===== config.mk =====
export PLATFORM = sky130hd
export DESIGN_NAME = neuron_weight_seq_flat
export DESIGN_NICKNAME = d
export VERILOG_FILES = /design/src/rtl/neuron_pkg.sv /design/src/rtl/neuron_weight_seq_if.sv /design/src/rtl/neuron_mac_dp.sv /design/src/rtl/neuron_weight_seq.sv /design/src/flat_wrapper.sv
export SDC_FILE = /design/constraint.sdc
export NUM_CORES = 1
export LEC_CHECK = 0
export BUFFER_PORTS_ARGS = -buffer_cell sky130_fd_sc_hd__buf_2
export CAP_MARGIN = 20
export CELL_PAD_IN_SITES_DETAIL_PLACEMENT = 0
export CELL_PAD_IN_SITES_GLOBAL_PLACEMENT = 2
export CORE_ASPECT_RATIO = 1.1
export CORE_MARGIN = 2
export CORE_UTILIZATION = 35
export CTS_CLUSTER_SIZE = 10
export DETAILED_ROUTE_END_ITERATION = 8
export PLACE_DENSITY = 0.84
export SLEW_MARGIN = 0
export SYNTH_ARGS = -nofsm -noshare
export SYNTH_HDL_FRONTEND = slang
export SYNTH_SLANG_ARGS = --single-unit

===== constraint.sdc =====
create_clock -name CLK -period 4.05 [get_ports CLK]
set_input_delay 0.6075 -clock CLK [delete_from_list [all_inputs] [get_ports CLK]]
set_output_delay 0.6075 -clock CLK [all_outputs]
set_load 0.005 [all_outputs]

===== src/rtl/neuron_pkg.sv =====
// Shared sizes and FSM state type for the neuron weight sequencer.
// Q8.8 operands, 28-term dot product, 36-bit accumulation.
package neuron_pkg;

  localparam int N_WEIGHTS = 28;
  localparam int ADDR_W    = 5;
  localparam int DATA_W    = 16;
  localparam int ACC_W     = 36;
  localparam int PROD_W    = 2 * DATA_W;

  typedef enum logic [1:0] {
    S_IDLE,
    S_READ,
    S_MAC,
    S_FINISH
  } state_t;

endpackage


===== src/rtl/neuron_weight_seq_if.sv =====
// Handshake, weight-load, BRAM and result bundle of the sequencer.
// master = environment side, slave = sequencer side.
interface neuron_weight_seq_if;
  import neuron_pkg::*;

  logic              START;
  logic              PIX_VALID;
  logic [DATA_W-1:0] PIX_DATA;
  logic              PIX_READY;
  logic              LD_VALID;
  logic [ADDR_W-1:0] LD_ADDR;
  logic [DATA_W-1:0] LD_DATA;
  logic              LD_READY;
  logic [ADDR_W-1:0] BRAM_ADDR;
  logic [DATA_W-1:0] BRAM_DI;
  logic              BRAM_EN;
  logic              BRAM_WE;
  logic [DATA_W-1:0] BRAM_DO;
  logic              BUSY;
  logic              DONE;
  logic [ACC_W-1:0]  ACC_OUT;
  logic              LD_ERR;

  modport master (
    output START, PIX_VALID, PIX_DATA,
    output LD_VALID, LD_ADDR, LD_DATA,
    output BRAM_DO,
    input  PIX_READY, LD_READY,
    input  BRAM_ADDR, BRAM_DI, BRAM_EN, BRAM_WE,
    input  BUSY, DONE, ACC_OUT, LD_ERR
  );

  modport slave (
    input  START, PIX_VALID, PIX_DATA,
    input  LD_VALID, LD_ADDR, LD_DATA,
    input  BRAM_DO,
    output PIX_READY, LD_READY,
    output BRAM_ADDR, BRAM_DI, BRAM_EN, BRAM_WE,
    output BUSY, DONE, ACC_OUT, LD_ERR
  );

endinterface


===== src/rtl/neuron_mac_dp.sv =====
// Signed Q8.8 multiply-accumulate register.
// Full 32-bit product, sign-extended into a 36-bit sum.
module neuron_mac_dp
  import neuron_pkg::*;
(
  input  logic              CLK,
  input  logic              RST_N,
  input  logic              clr,
  input  logic              en,
  input  logic [DATA_W-1:0] a,
  input  logic [DATA_W-1:0] b,
  output logic [ACC_W-1:0]  acc
);

  logic signed [PROD_W-1:0] prod;
  logic [ACC_W-1:0]         prod_x;

  assign prod = PROD_W'($signed(a)) * PROD_W'($signed(b));
  assign prod_x = {{(ACC_W-PROD_W){prod[PROD_W-1]}}, prod};

  // Clear wins over accumulate; otherwise add one term per enable.
  always_ff @(posedge CLK or negedge RST_N) begin
    if (!RST_N) begin
      acc <= '0;
    end else if (clr) begin
      acc <= '0;
    end else if (en) begin
      acc <= acc + prod_x;
    end
  end

endmodule


===== src/rtl/neuron_weight_seq.sv =====
// Weight-load and dot-product sequencer over an external weight BRAM.
// Each term: READ issues the BRAM read, MAC consumes one pixel.
module neuron_weight_seq
  import neuron_pkg::*;
(
  input logic                CLK,
  input logic                RST_N,
  neuron_weight_seq_if.slave bus
);

  state_t            state;
  state_t            state_nx;
  logic [ADDR_W-1:0] idx;
  logic              pend;
  logic              ld_err;
  logic [ACC_W-1:0]  acc;
  logic [ACC_W-1:0]  acc_out_q;
  logic              ld_bad;
  logic              go;
  logic              coll;
  logic              hs;
  logic              last;
  logic              mac_clr;

  localparam logic [ADDR_W-1:0] LAST_IDX =
    ADDR_W'(N_WEIGHTS - 1);

  assign ld_bad  = bus.LD_ADDR > LAST_IDX;
  assign go      = (state == S_IDLE) && bus.START
                   && !bus.LD_VALID;
  assign coll    = (state == S_IDLE) && bus.START
                   && bus.LD_VALID;
  assign hs      = (state == S_MAC) && bus.PIX_VALID;
  assign last    = idx == LAST_IDX;
  // A start that collided with a load clears the sum in READ.
  assign mac_clr = go || ((state == S_READ) && pend);

  assign bus.ACC_OUT = (state == S_FINISH) ? acc : acc_out_q;
  assign bus.LD_ERR  = ld_err;

  neuron_mac_dp u_mac (
    .CLK   (CLK),
    .RST_N (RST_N),
    .clr   (mac_clr),
    .en    (hs),
    .a     (bus.PIX_DATA),
    .b     (bus.BRAM_DO),
    .acc   (acc)
  );

  // State register.
  always_ff @(posedge CLK or negedge RST_N) begin
    if (!RST_N) begin
      state <= S_IDLE;
    end else begin
      state <= state_nx;
    end
  end

  // Next state, handshakes and BRAM port drive.
  always_comb begin
    state_nx      = state;
    bus.LD_READY  = 1'b0;
    bus.PIX_READY = 1'b0;
    bus.BRAM_EN   = 1'b0;
    bus.BRAM_WE   = 1'b0;
    bus.BRAM_ADDR = '0;
    bus.BRAM_DI   = '0;
    bus.BUSY      = 1'b0;
    bus.DONE      = 1'b0;
    unique case (state)
      S_IDLE: begin
        bus.LD_READY = 1'b1;
        if (bus.LD_VALID && !ld_bad) begin
          bus.BRAM_EN   = 1'b1;
          bus.BRAM_WE   = 1'b1;
          bus.BRAM_ADDR = bus.LD_ADDR;
          bus.BRAM_DI   = bus.LD_DATA;
        end
        if (bus.START) begin
          state_nx = S_READ;
        end
      end
      S_READ: begin
        bus.BUSY      = 1'b1;
        bus.BRAM_EN   = 1'b1;
        bus.BRAM_ADDR = idx;
        state_nx      = S_MAC;
      end
      S_MAC: begin
        bus.BUSY      = 1'b1;
        bus.PIX_READY = 1'b1;
        if (bus.PIX_VALID) begin
          state_nx = last ? S_FINISH : S_READ;
        end
      end
      S_FINISH: begin
        bus.BUSY = 1'b1;
        bus.DONE = 1'b1;
        state_nx = S_IDLE;
      end
      default: state_nx = S_IDLE;
    endcase
  end

  // Term index, pending start, load error and result hold.
  always_ff @(posedge CLK or negedge RST_N) begin
    if (!RST_N) begin
      idx       <= '0;
      pend      <= 1'b0;
      ld_err    <= 1'b0;
      acc_out_q <= '0;
    end else begin
      if (go || coll) begin
        idx <= '0;
      end else if (hs && !last) begin
        idx <= idx + 1'b1;
      end
      if (coll) begin
        pend <= 1'b1;
      end else if (state == S_READ) begin
        pend <= 1'b0;
      end
      if (coll) begin
        ld_err <= ld_bad;
      end else if (go) begin
        ld_err <= 1'b0;
      end else if (bus.LD_VALID && bus.LD_READY && ld_bad) begin
        ld_err <= 1'b1;
      end
      if (state == S_FINISH) begin
        acc_out_q <= acc;
      end
    end
  end

endmodule


===== src/flat_wrapper.sv =====
// flat-port wrapper written by rule: the top's interface ports become plain ports
module neuron_weight_seq_flat import neuron_pkg::*;
  (CLK, RST_N, bus_START, bus_PIX_VALID, bus_PIX_DATA, bus_LD_VALID, bus_LD_ADDR, bus_LD_DATA, bus_BRAM_DO, bus_PIX_READY, bus_LD_READY, bus_BRAM_ADDR, bus_BRAM_DI, bus_BRAM_EN, bus_BRAM_WE, bus_BUSY, bus_DONE, bus_ACC_OUT, bus_LD_ERR);
  neuron_weight_seq_if bus_i ();
  input logic CLK;
  input logic RST_N;
  input wire logic [$bits(bus_i.START)-1:0] bus_START;
  input wire logic [$bits(bus_i.PIX_VALID)-1:0] bus_PIX_VALID;
  input wire logic [$bits(bus_i.PIX_DATA)-1:0] bus_PIX_DATA;
  input wire logic [$bits(bus_i.LD_VALID)-1:0] bus_LD_VALID;
  input wire logic [$bits(bus_i.LD_ADDR)-1:0] bus_LD_ADDR;
  input wire logic [$bits(bus_i.LD_DATA)-1:0] bus_LD_DATA;
  input wire logic [$bits(bus_i.BRAM_DO)-1:0] bus_BRAM_DO;
  output wire logic [$bits(bus_i.PIX_READY)-1:0] bus_PIX_READY;
  output wire logic [$bits(bus_i.LD_READY)-1:0] bus_LD_READY;
  output wire logic [$bits(bus_i.BRAM_ADDR)-1:0] bus_BRAM_ADDR;
  output wire logic [$bits(bus_i.BRAM_DI)-1:0] bus_BRAM_DI;
  output wire logic [$bits(bus_i.BRAM_EN)-1:0] bus_BRAM_EN;
  output wire logic [$bits(bus_i.BRAM_WE)-1:0] bus_BRAM_WE;
  output wire logic [$bits(bus_i.BUSY)-1:0] bus_BUSY;
  output wire logic [$bits(bus_i.DONE)-1:0] bus_DONE;
  output wire logic [$bits(bus_i.ACC_OUT)-1:0] bus_ACC_OUT;
  output wire logic [$bits(bus_i.LD_ERR)-1:0] bus_LD_ERR;
  assign bus_i.START = bus_START;
  assign bus_i.PIX_VALID = bus_PIX_VALID;
  assign bus_i.PIX_DATA = bus_PIX_DATA;
  assign bus_i.LD_VALID = bus_LD_VALID;
  assign bus_i.LD_ADDR = bus_LD_ADDR;
  assign bus_i.LD_DATA = bus_LD_DATA;
  assign bus_i.BRAM_DO = bus_BRAM_DO;
  assign bus_PIX_READY = bus_i.PIX_READY;
  assign bus_LD_READY = bus_i.LD_READY;
  assign bus_BRAM_ADDR = bus_i.BRAM_ADDR;
  assign bus_BRAM_DI = bus_i.BRAM_DI;
  assign bus_BRAM_EN = bus_i.BRAM_EN;
  assign bus_BRAM_WE = bus_i.BRAM_WE;
  assign bus_BUSY = bus_i.BUSY;
  assign bus_DONE = bus_i.DONE;
  assign bus_ACC_OUT = bus_i.ACC_OUT;
  assign bus_LD_ERR = bus_i.LD_ERR;
  neuron_weight_seq u_core (.CLK(CLK), .RST_N(RST_N), .bus(bus_i));
endmodule

# [Word level (Yosys, flattened, before mapping)]
# Cells that the tools add are included.
[totals] reg_bits=81 in_bits=58 out_inout_bits=64 wordCells=62
[classes] add_sub_neg=2 multipliers=1 n_lt_le_gt_ge=1 eq_ne=6 n_mux=25 n_reduce_logical=21
[op_table] op="36-bit 2-to-1 mux" count=3
[op_table] op="36-bit adder" count=1
[op_table] op="16-bit by 16-bit multiplier with 32-bit output" count=1
[op_table] op="16-bit 2-to-1 mux" count=2
[op_table] op="5-bit 2-to-1 mux" count=3
[op_table] op="1-bit 2-to-1 mux" count=11
[op_table] op="5-bit case mux with 2 select lines" count=1
[op_table] op="1-bit logical AND" count=9
[op_table] op="2-bit case mux with 4 select lines" count=1
[op_table] op="2-bit 2-to-1 mux" count=3
[op_table] op="2-bit nonzero test" count=3
[op_table] op="5-bit by 1-bit adder with 5-bit output, second input constant" count=1
[op_table] op="5-bit == test, second input constant" count=1
[op_table] op="5-bit > comparator, second input constant" count=1
[op_table] op="2-bit == test, second input constant" count=2
[op_table] op="2-bit inequality test, second input constant" count=2
[op_table] op="1-bit zero test" count=3
[op_table] op="3-bit nonzero test" count=1
[op_table] op="3-bit OR reduction" count=1
[op_table] op="2-bit by 1-bit == test with 1-bit output, second input constant" count=1
[op_table] op="2-bit zero test" count=1
[op_table] op="1-bit logical OR" count=2
[op_table] op="1-bit case mux with 2 select lines" count=1
[op_table] op="2-bit AND reduction" count=1

# [Logic depth before layout (Yosys ltp)]
# Gate-level depths: netlist of the first run.
[logic_depth] ltp_word=7 ltp_mapped=35 depth_no_buf=34

# [Cells and area by module]
# From an unflattened synthesis of the first run, not the netlist that was laid out.
[unflattened] hier_cells=1619 hier_area_um2=15030.7
[modules_own_cells] mod="neuron_mac_dp" instances=1 cells_per_inst=1465 area_each_um2=13020.0 seq_area_each_um2=900.9
[modules_own_cells] mod="neuron_weight_seq" instances=1 cells_per_inst=154 area_each_um2=2010.7 seq_area_each_um2=1126.1

# [Worst setup path before layout of the first run]
# No wires, ideal clock.
[synth_path] path_type="input port to flip-flop" startpoint="in bus_BRAM_DO[7]" endpoint="reg u_core.u_mac.acc[35]" setup_ps=118 t_arrival_ps=7811 t_required_ps=3932 path_slack_ps=-3879 cell_stages=32 n_path_buf=1 path_cell_list="clkbuf_1 -> nand2_1 -> fa_1 -> inv_1 -> fa_1 -> inv_1 -> fa_1 -> inv_1 -> fa_1 -> fa_1 -> inv_1 -> fa_1 -> inv_1 -> ha_1 -> a21o_1 -> a21o_1 -> a21oi_1 -> o21ai_0 -> a311oi_1 -> o31ai_1 -> a21o_1 -> xor2_1 -> ha_1 -> and4_1 -> a21oi_1 -> o21ai_1 -> a31oi_4 -> or3_1 -> a311o_1 -> xor2_1 -> a21o_1 -> a21o_1"
[synth_via] elab_chain_len=4
[synth_rtl] element="from (decl)" line_no="flat_wrapper.sv:13" text="input wire logic [$bits(bus_i.BRAM_DO)-1:0] bus_BRAM_DO;"
[synth_rtl] element="16-bit by 16-bit multiplier with 32-bit output" line_no="neuron_mac_dp.sv:18" text="assign prod = PROD_W'($signed(a)) * PROD_W'($signed(b));"
[synth_rtl] element="36-bit adder" line_no="neuron_mac_dp.sv:28" text="acc <= acc + prod_x;"
[synth_rtl] element="36-bit 2-to-1 mux" line_no="neuron_mac_dp.sv:27" text="end else if (en) begin"
[synth_rtl] element="36-bit 2-to-1 mux" line_no="neuron_mac_dp.sv:25" text="end else if (clr) begin"
[synth_rtl] element="to (signal assigned)" line_no="neuron_mac_dp.sv:28"
[synth_rtl] element="to (decl)" line_no="neuron_mac_dp.sv:12" text="output logic [ACC_W-1:0] acc"
# No other way between the ends. The select of a mux whose other input is x is not followed.
# A chain may end at the register's enable or synchronous reset.

# [Final worst setup path of the first run]
[layout_path] startpoint="in bus_PIX_DATA[5]" endpoint="reg u_core.u_mac.acc[35]"
[layout_via] elab_chain_len=4
[layout_rtl] element="from (decl)" line_no="flat_wrapper.sv:9" text="input wire logic [$bits(bus_i.PIX_DATA)-1:0] bus_PIX_DATA;"
[layout_rtl] element="16-bit by 16-bit multiplier with 32-bit output" line_no="neuron_mac_dp.sv:18"
[layout_rtl] element="36-bit adder" line_no="neuron_mac_dp.sv:28"
[layout_rtl] element="36-bit 2-to-1 mux" line_no="neuron_mac_dp.sv:27"
[layout_rtl] element="36-bit 2-to-1 mux" line_no="neuron_mac_dp.sv:25"
# No other way between the ends. The select of a mux whose other input is x is not followed.

==> results of run 1 <==
[Yosys cell counts (4+ instances only)]
| library cell | n | share of area, % |
|---|---|---|
| nor2_1 | 37 | 0.94 |
| o21a_1 | 8 | 0.41 |
| a21o_1 | 25 | 1.3 |
| inv_1 | 299 | 7.6 |
| a22oi_1 | 4 | 0.20 |
| nor3_1 | 8 | 0.27 |
| mux2_2 | 35 | 2.7 |
| a211oi_1 | 6 | 0.31 |
| a21oi_1 | 54 | 1.8 |
| o211ai_1 | 6 | 0.31 |
| nand4_1 | 6 | 0.26 |
| dfrtp_1 | 81 | 14 |
| o31a_1 | 4 | 0.24 |
| ha_1 | 118 | 10 |
| o31ai_1 | 6 | 0.31 |
| nand2_1 | 185 | 4.7 |
| xnor2_1 | 41 | 2.4 |
| a22o_1 | 8 | 0.48 |
| nand2b_1 | 18 | 0.77 |
| and2_1 | 145 | 6.2 |
| o21bai_1 | 7 | 0.36 |
| nand3_1 | 10 | 0.34 |
| a31oi_1 | 5 | 0.21 |
| fa_1 | 263 | 36 |
| nor2b_1 | 8 | 0.34 |
| xor2_1 | 27 | 1.6 |
| clkbuf_1 | 42 | 1.1 |
| and3_1 | 5 | 0.21 |
| o21ai_0 | 34 | 1.2 |
| o21ai_1 | 32 | 1.1 |
[worst max-delay path, delay by kind of cell]
kind / cells / cell delay, ns
adders and majority gates: 8 / 3.77
buffers and inverters: 6 / 0.47
xor gates and xnor gates: 2 / 0.33
and+or+nand+nor: 3 / 0.77
AOI/OAI and AO/OA: 13 / 1.86
[through the flow]
step / area, um2 / cells / worst slack, ns / hold slack (ns) / util (%)
finish: 19700 / 2514 / -3.52 / 0.409 / 47.5
global route: 19700 / 2514 / -3.72 / 0.483 / 47.5
CTS: 19200 / 2502 / -3.51 / 0.443 / 46.4
detailed placement: 18200 / 2471 / -4.04 / 0.474 / 44.0
global placement: 18200 / 2470 / -4.03 / 0.474 / 44.0
floorplan: 15300 / 1573 / -3.61 / 0.312 / -
[state kept, by name, summed over array words and instances, names as in the netlist]
register / count
u_core.idx: 5
u_core.state: 2
u_core.acc_out_q: 36
u_core.bus.LD_ERR: 1
u_core.u_mac.acc: 36
u_core.pend: 1
[cell families after synthesis]
kind of cell	after synthesis	synth area share, %
fa+ha+maj	381	45.8
simple gates	441	15.0
buf+inv	346	8.91
flops	81	13.8
compound gates	220	9.62
mux	36	2.75
xor+xnor	68	4.05
[layout make-up]
class | instances | share of cell area (%)
Clock inverter | 5 | 0.401
Multi-Input combinational cell | 1146 | 63.2
Sequential cell | 81 | 10.3
Timing Repair Buffer | 412 | 15.6
Inverter | 299 | 5.72
Clock buffer | 11 | 1.23
Tap cell | 560 | 3.56
[per-layer routing]
layer	part of all wire, %	wire length [um]	global-route usage [%]
met5	0	0	0
met4	0.84	316	2.27
met3	3.5	1320	1.89
met2	50	18900	32.1
met1	46	17200	25.1
[worst min path at each step]
stage | from | to | slack [ns] | cells after the start
2_1_floorplan | RST_N | u_core.acc_out_q[0] | 0.31 | 0
3_3_place_gp | u_core.bus.LD_ERR | u_core.bus.LD_ERR | 0.47 | 2
3_5_place_dp | u_core.bus.LD_ERR | u_core.bus.LD_ERR | 0.47 | 2
4_1_cts | RST_N | u_core.u_mac.acc[32] | 0.44 | 1
5_1_grt | RST_N | u_core.acc_out_q[30] | 0.48 | 1
6_report | RST_N | u_core.acc_out_q[28] | 0.41 | 1
[repair_timing]
action                                 CTS  global route
setup endpoints to repair               32            31
pin swaps                               83            65
gates resized for setup                117            83
setup buffers                           16            12
endpoints found under the hold margin    0             0
==> out/summary.md, run 1 <==
The flow ran to the end, but the final reports show violations. The checks that failed: negative setup slack. For the relative max-transition margin, the log shows 36.6%.

The number of pins exceeding their max-slew limit in the final report is 0. The via-per-instance ratio was 4.67; the maximum count of clock buffers along a single path was 2. The first global-routing pass estimated 64600 um of wire. The tools report the number of filler cells placed in the layout as 4060.

The library cell used most frequently in the layout, excluding fill and tap cells, is inv_1. The area taken by flip-flops and latches was 0.00203 mm2; the layout overhead on the synthesized area was 33.7%. Summed over all layers, the routed wires come to 37700 um. Buffers inserted during clock tree synthesis total 9. For the worst setup path, the data arrival time is 7.80 ns.

Of the cells placed in the final design, the portion with a size suffix greater than 1 is 33.2%. The library cells used most frequently in the layout, excluding fill and tap cells, are inv_1, buf_4, fa_1, nand2_1, and2_1. Among all stages on the critical path, the largest delay is contributed by fa_2. Counting every instance in the synthesized netlist gives 1573. Global routing consumed, over all layers together, 18.3% of the routing resources. Counting every net in the synthesized netlist gives 2012. Max-cap violations in this run came to 0.

The data required time of the worst path is 4.28 ns, and the total number of clock tree sinks is 81. The critical path ends at u_core.u_mac.acc[35]. The proportion of synthesized flip-flops having asynchronous set or reset was 100%. For flop-to-flop paths, the worst setup slack is 1.19 ns.

The die is 199 um wide. TritonCTS built the clock tree. The number of buffers inserted by hold repair at cts was 0; the floorplan core area was 0.0414 mm2. The number of global-route vias before repair came out at 12894. During I/O placement, the number of pins put on the boundary was 122.

The tree is rooted in a clkbuf_16. The pre-antenna-repair detailed-routing pass consisted of 4 iterations. The tools report the initial antenna violation count as 1.

For the number of hold violations in the final report, the log shows 0. Clock skew on the completed layout was measured at 0.00592 ns. The mapped netlist covers 0.0147 mm2.

Number of input and output port buffers inserted: 121. At the later pin of the worst-skew pair, clock insertion delay measures 0.34 ns. The initial utilization of the core area, before any placement, comes to 35.5%. The count of antenna-violating nets left after detailed routing is 0, and the worst-path maximum fanout is 4. The worst register-to-register path ends at u_core.u_mac.acc[35].

The transition time of the tightest slew-check pin was 0.951 ns; the register bit total from synthesis was 81. The multi-input combinational cells in the finished layout cover a total of 0.0124 mm2. For the residual DRC count, the log shows 0. After the last flow step, the layout net total stands at 2388. For this block, the initial DRC count from the detailed router was 514. The chip height came out at 219 um. Setup repair after global routing could not meet its margin everywhere.

The synthesized design contains 0 enable-type register cells. The number of synthesis warnings was 0. Derived from the worst setup path, the maximum achievable clock frequency is 132 MHz. The mean routed wirelength per cell was 15.0 um; the diode insertion count for antenna repair was 0.

The die covers 0.0437 mm2. The startpoint of the lowest-slack register-to-register path is u_core.u_mac.acc[12]. The final route contains 11748 vias. The estimated wirelength of the detail-placed design is 32200 um. In the synthesized netlist the dominant register cell turns out to be dfrtp_1. Summed over all failing endpoints, the final setup total negative slack is -77.53 ns. The setup path with the least slack is of type primary input to flip-flop.

Launching element of the worst setup path: bus_PIX_DATA[5]. The remaining global-route overflow came out at 0. Sequential elements use 13.8% of the synthesized area.

On the worst path, the slowest cell contributes a delay of 0.58 ns. Setup violations remaining at the end of the flow were counted as 30. The post-layout worst setup margin came out at -3.52 ns. Counting I/O delays and the setup requirement, the final critical path takes 7.57 ns. The path class of the tightest hold or removal check is primary input to asynchronous set/reset pin. A synthesized cell averages 9.35 um2. The tools report the number of distinct library cells after synthesis as 66.

Type of element launching the critical path: a primary input. CTS built an H-tree with a depth of 3. The worst path uses 187% of the clock period.

For the floorplan row count, the log shows 78. The global placement routability congestion was 0.856. The cell that appears most often on the critical path is a21o_1.

After clock tree synthesis, the clock-pin slew on the worst setup and hold paths is 0.06 ns. STA classifies the critical path endpoint as a flip-flop. Pin count of the biggest net entering global routing: 71. Worst reg-to-reg path cell count: 11.
Power of run 1 is not shown: default switching activity piles up to over one toggle a cycle in this logic, so the estimate is an artifact.
==> run 2, diff against run 1 <==
--- a/config.mk
+++ b/config.mk
@@ -14,7 +14,8 @@
 export CORE_UTILIZATION = 35
 export CTS_CLUSTER_SIZE = 10
 export DETAILED_ROUTE_END_ITERATION = 8
-export PLACE_DENSITY = 0.84
+export GPL_ROUTABILITY_DRIVEN = 1
+export PLACE_DENSITY_LB_ADDON = 0.1
 export SLEW_MARGIN = 0
 export SYNTH_ARGS = -nofsm -noshare
 export SYNTH_HDL_FRONTEND = slang
==> constraint.sdc (replaced) <==
create_clock -name CLK -period 6.5 [get_ports CLK]
set_input_delay 0.975 -clock CLK [delete_from_list [all_inputs] [get_ports CLK]]
set_output_delay 0.975 -clock CLK [all_outputs]
set_load 0.005 [all_outputs]
==> out/summary.md, run 2 (synthesis results as in run 1) <==
The final reports fail on negative setup slack. The top cell types in the final layout, fill and taps aside, are inv_1, buf_4, fa_1, nand2_1, and2_1. TritonCTS built the clock tree. The floorplan row count is 78, and the first-pass GRT wire length is 67300 um.

Hold timing on the final database bottoms out at a slack of 0.478 ns. The run gives 8.18 ns as the worst path arrival time. For this design, the slowest cell found on the critical path is fa_1. The global placement routability congestion was 0.814.

Setup violations remaining at the end of the flow were counted as 21. The critical path is of the primary input to flip-flop type. The tool flagged a number of max-cap violations equal to 0.

Counting stages on the worst path, the most repeated cell is fa_1. The horizontal extent of the die is 199 um, and the total clock buffers created by CTS is 9. The remaining global-route overflow was 0.

The final period utilization works out to 122%. For the worst setup path, the data required time is 6.75 ns. The worst setup path is captured at a flip-flop. Cells fill 47.7% of the core in the end. Number of filler cells placed in the layout: 4073. The chip height is 219 um.

For the number of global-route vias before repair, the log shows 13003. In this run, the number of DRC markers left after iteration 0 of detailed routing was 286. Across the routed clock network, the largest skew measured is 0.00765 ns.

The final period demand of the worst path came out at 7.94 ns. For this configuration, the core starts out at a cell density of 35.5%. On the worst path, the slowest cell contributes a delay of 0.54 ns. For the die footprint, the log shows 0.0437 mm2. The layout overhead on the synthesized area is 34.2%, and the floorplan core area is 0.0414 mm2.

The clock edge transition at the registers on the reported setup and hold paths was 0.06 ns. The logs give 38800 um for the total length of routed wires and 19.4% for the overall global routing resource usage. The tools report the clock tree root buffer cell as clkbuf_16. The count of nets left with antenna violations once routing finished came out at 0. For the initial antenna violation count, the log shows 0.

The run finished, with violations left. The most frequent standard cell in the layout excluding fill and tap cells was inv_1. 122 I/O pins were placed. The post-placement setup slack was -2.06 ns.

For this run, the top clock speed supported by timing is 126 MHz. No sink is reached through more buffers than the 2 on the longest clock path. After detailed routing, the number of vias per cell comes to 4.62. The clock drives 81 sinks. The type of element launching the critical path is a primary input. For the H-tree depth, the log shows 3.

The worst-path maximum fanout is 7, and the number of pins exceeding their max-slew limit in the final report is 0. The repair_antennas step left the layout with diodes totalling 0. The final layout contains 2397 nets. The tools report the post-layout worst setup margin as -1.44 ns. After detailed routing, the average wire length per cell comes to 15.4 um. The post-route netlist has 33.3% of its cells at a drive strength greater than 1. The path class of the tightest hold or removal check is primary input to asynchronous set/reset pin. For the setup total negative slack, the log shows -20.62 ns. The first detailed-routing pass took 4 iterations.

The pin count of the biggest net entering global routing came out at 66. At the pin with the least slew margin, the transition time is 0.886 ns. Clock latency on the worst-skew pair, taken at its later pin, is 0.35 ns. Setup repair after global routing could not meet its margin everywhere. In this run, post-CTS hold repair placed 0 buffers. For the estimated wirelength of the detail-placed design, the log shows 32600 um. In the routed design, unresolved DRC markers number 0.

In this run the tightest slew margin relative to its limit is 41.0%. For the number of hold violations in the final report, the log shows 0. The routed layout has 11657 vias.

In this run the tool buffered the top-level ports with 121 buffer cells. In the final layout, the registers with the most flip-flops are u_core.acc_out_q: 36 flops, u_core.u_mac.acc: 36 flops, u_core.idx: 5 flops.
## run 2: changes by cell type in the layout (fill, tap and decap cells not counted), sizes merged
| cell | previous run | this run |
|---|---|---|
| buf | 410 | 416 |
| bufbuf | 0 | 1 |
| clkbuf | 13 | 14 |
| clkinv | 3 | 1 |
| clkinvlp | 0 | 3 |
## run 2: per-layer routing
layer | wire length [um] | vias to the layer above | GRT usage [%] | share of wire [%]
met5 | 0 | - | 0 | 0
met4 | 623 | 0 | 4.44 | 1.6
met3 | 1140 | 29 | 2.03 | 2.9
met2 | 18600 | 160 | 32.5 | 48
met1 | 18400 | 5782 | 27.1 | 47
li1 | - | 5686 | - | -
## run 2: critical path: cells and delay by family
family / cells / cell delay (ns)
AO/OA/AOI/OAI: 7 / 1.55
adder cells (fa/ha/maj): 8 / 3.43
buffers and inverters: 7 / 0.79
AND/OR/NAND/NOR: 6 / 1.25
XOR/XNOR: 1 / 0.16
## run 2: worst paths after layout
kind / end / from / cells past startpoint / slack [ns]
worst min register to register: u_core.acc_out_q[9] / u_core.acc_out_q[9] / 1 / 0.49
worst max register to register: u_core.u_mac.acc[32] / u_core.u_mac.acc[0] / 12 / 3.39
min in group CLK: u_core.acc_out_q[9] / u_core.acc_out_q[9] / 1 / 0.49
max in group asynchronous: u_core.u_mac.acc[11] / RST_N / 2 / 4.88
worst max-delay path: u_core.u_mac.acc[35] / bus_BRAM_DO[10] / 29 / -1.44
worst min-delay path: u_core.u_mac.acc[30] / RST_N / 1 / 0.48
## run 2: layout make-up
class                   instances  area [um2]  area share, %
repair buffers                421        3270           16.5
clock buffers                  10         239           1.21
clock inverters                 6        91.3          0.463
multi-input cells            1146       12300           62.3
well taps                     560         701           3.55
inverters                     299        1120           5.70
flip-flops and latches         81        2030           10.3
## run 2: metrics by stage
step,instance area [um2],std cells
floorplan,15100,1573
global placement,18100,2463
detailed placement,18100,2463
CTS,19200,2509
global route,19700,2523
finish,19700,2523
## run 2: timing repair
action	4_1_cts	5_1_grt
setup buffers	30	19
hold endpoints to repair	0	0
pin swaps	86	114
cloned	3	0
endpoints found under the setup margin	25	25
resized for setup	126	107
Power of run 2 is left out for the same reason.
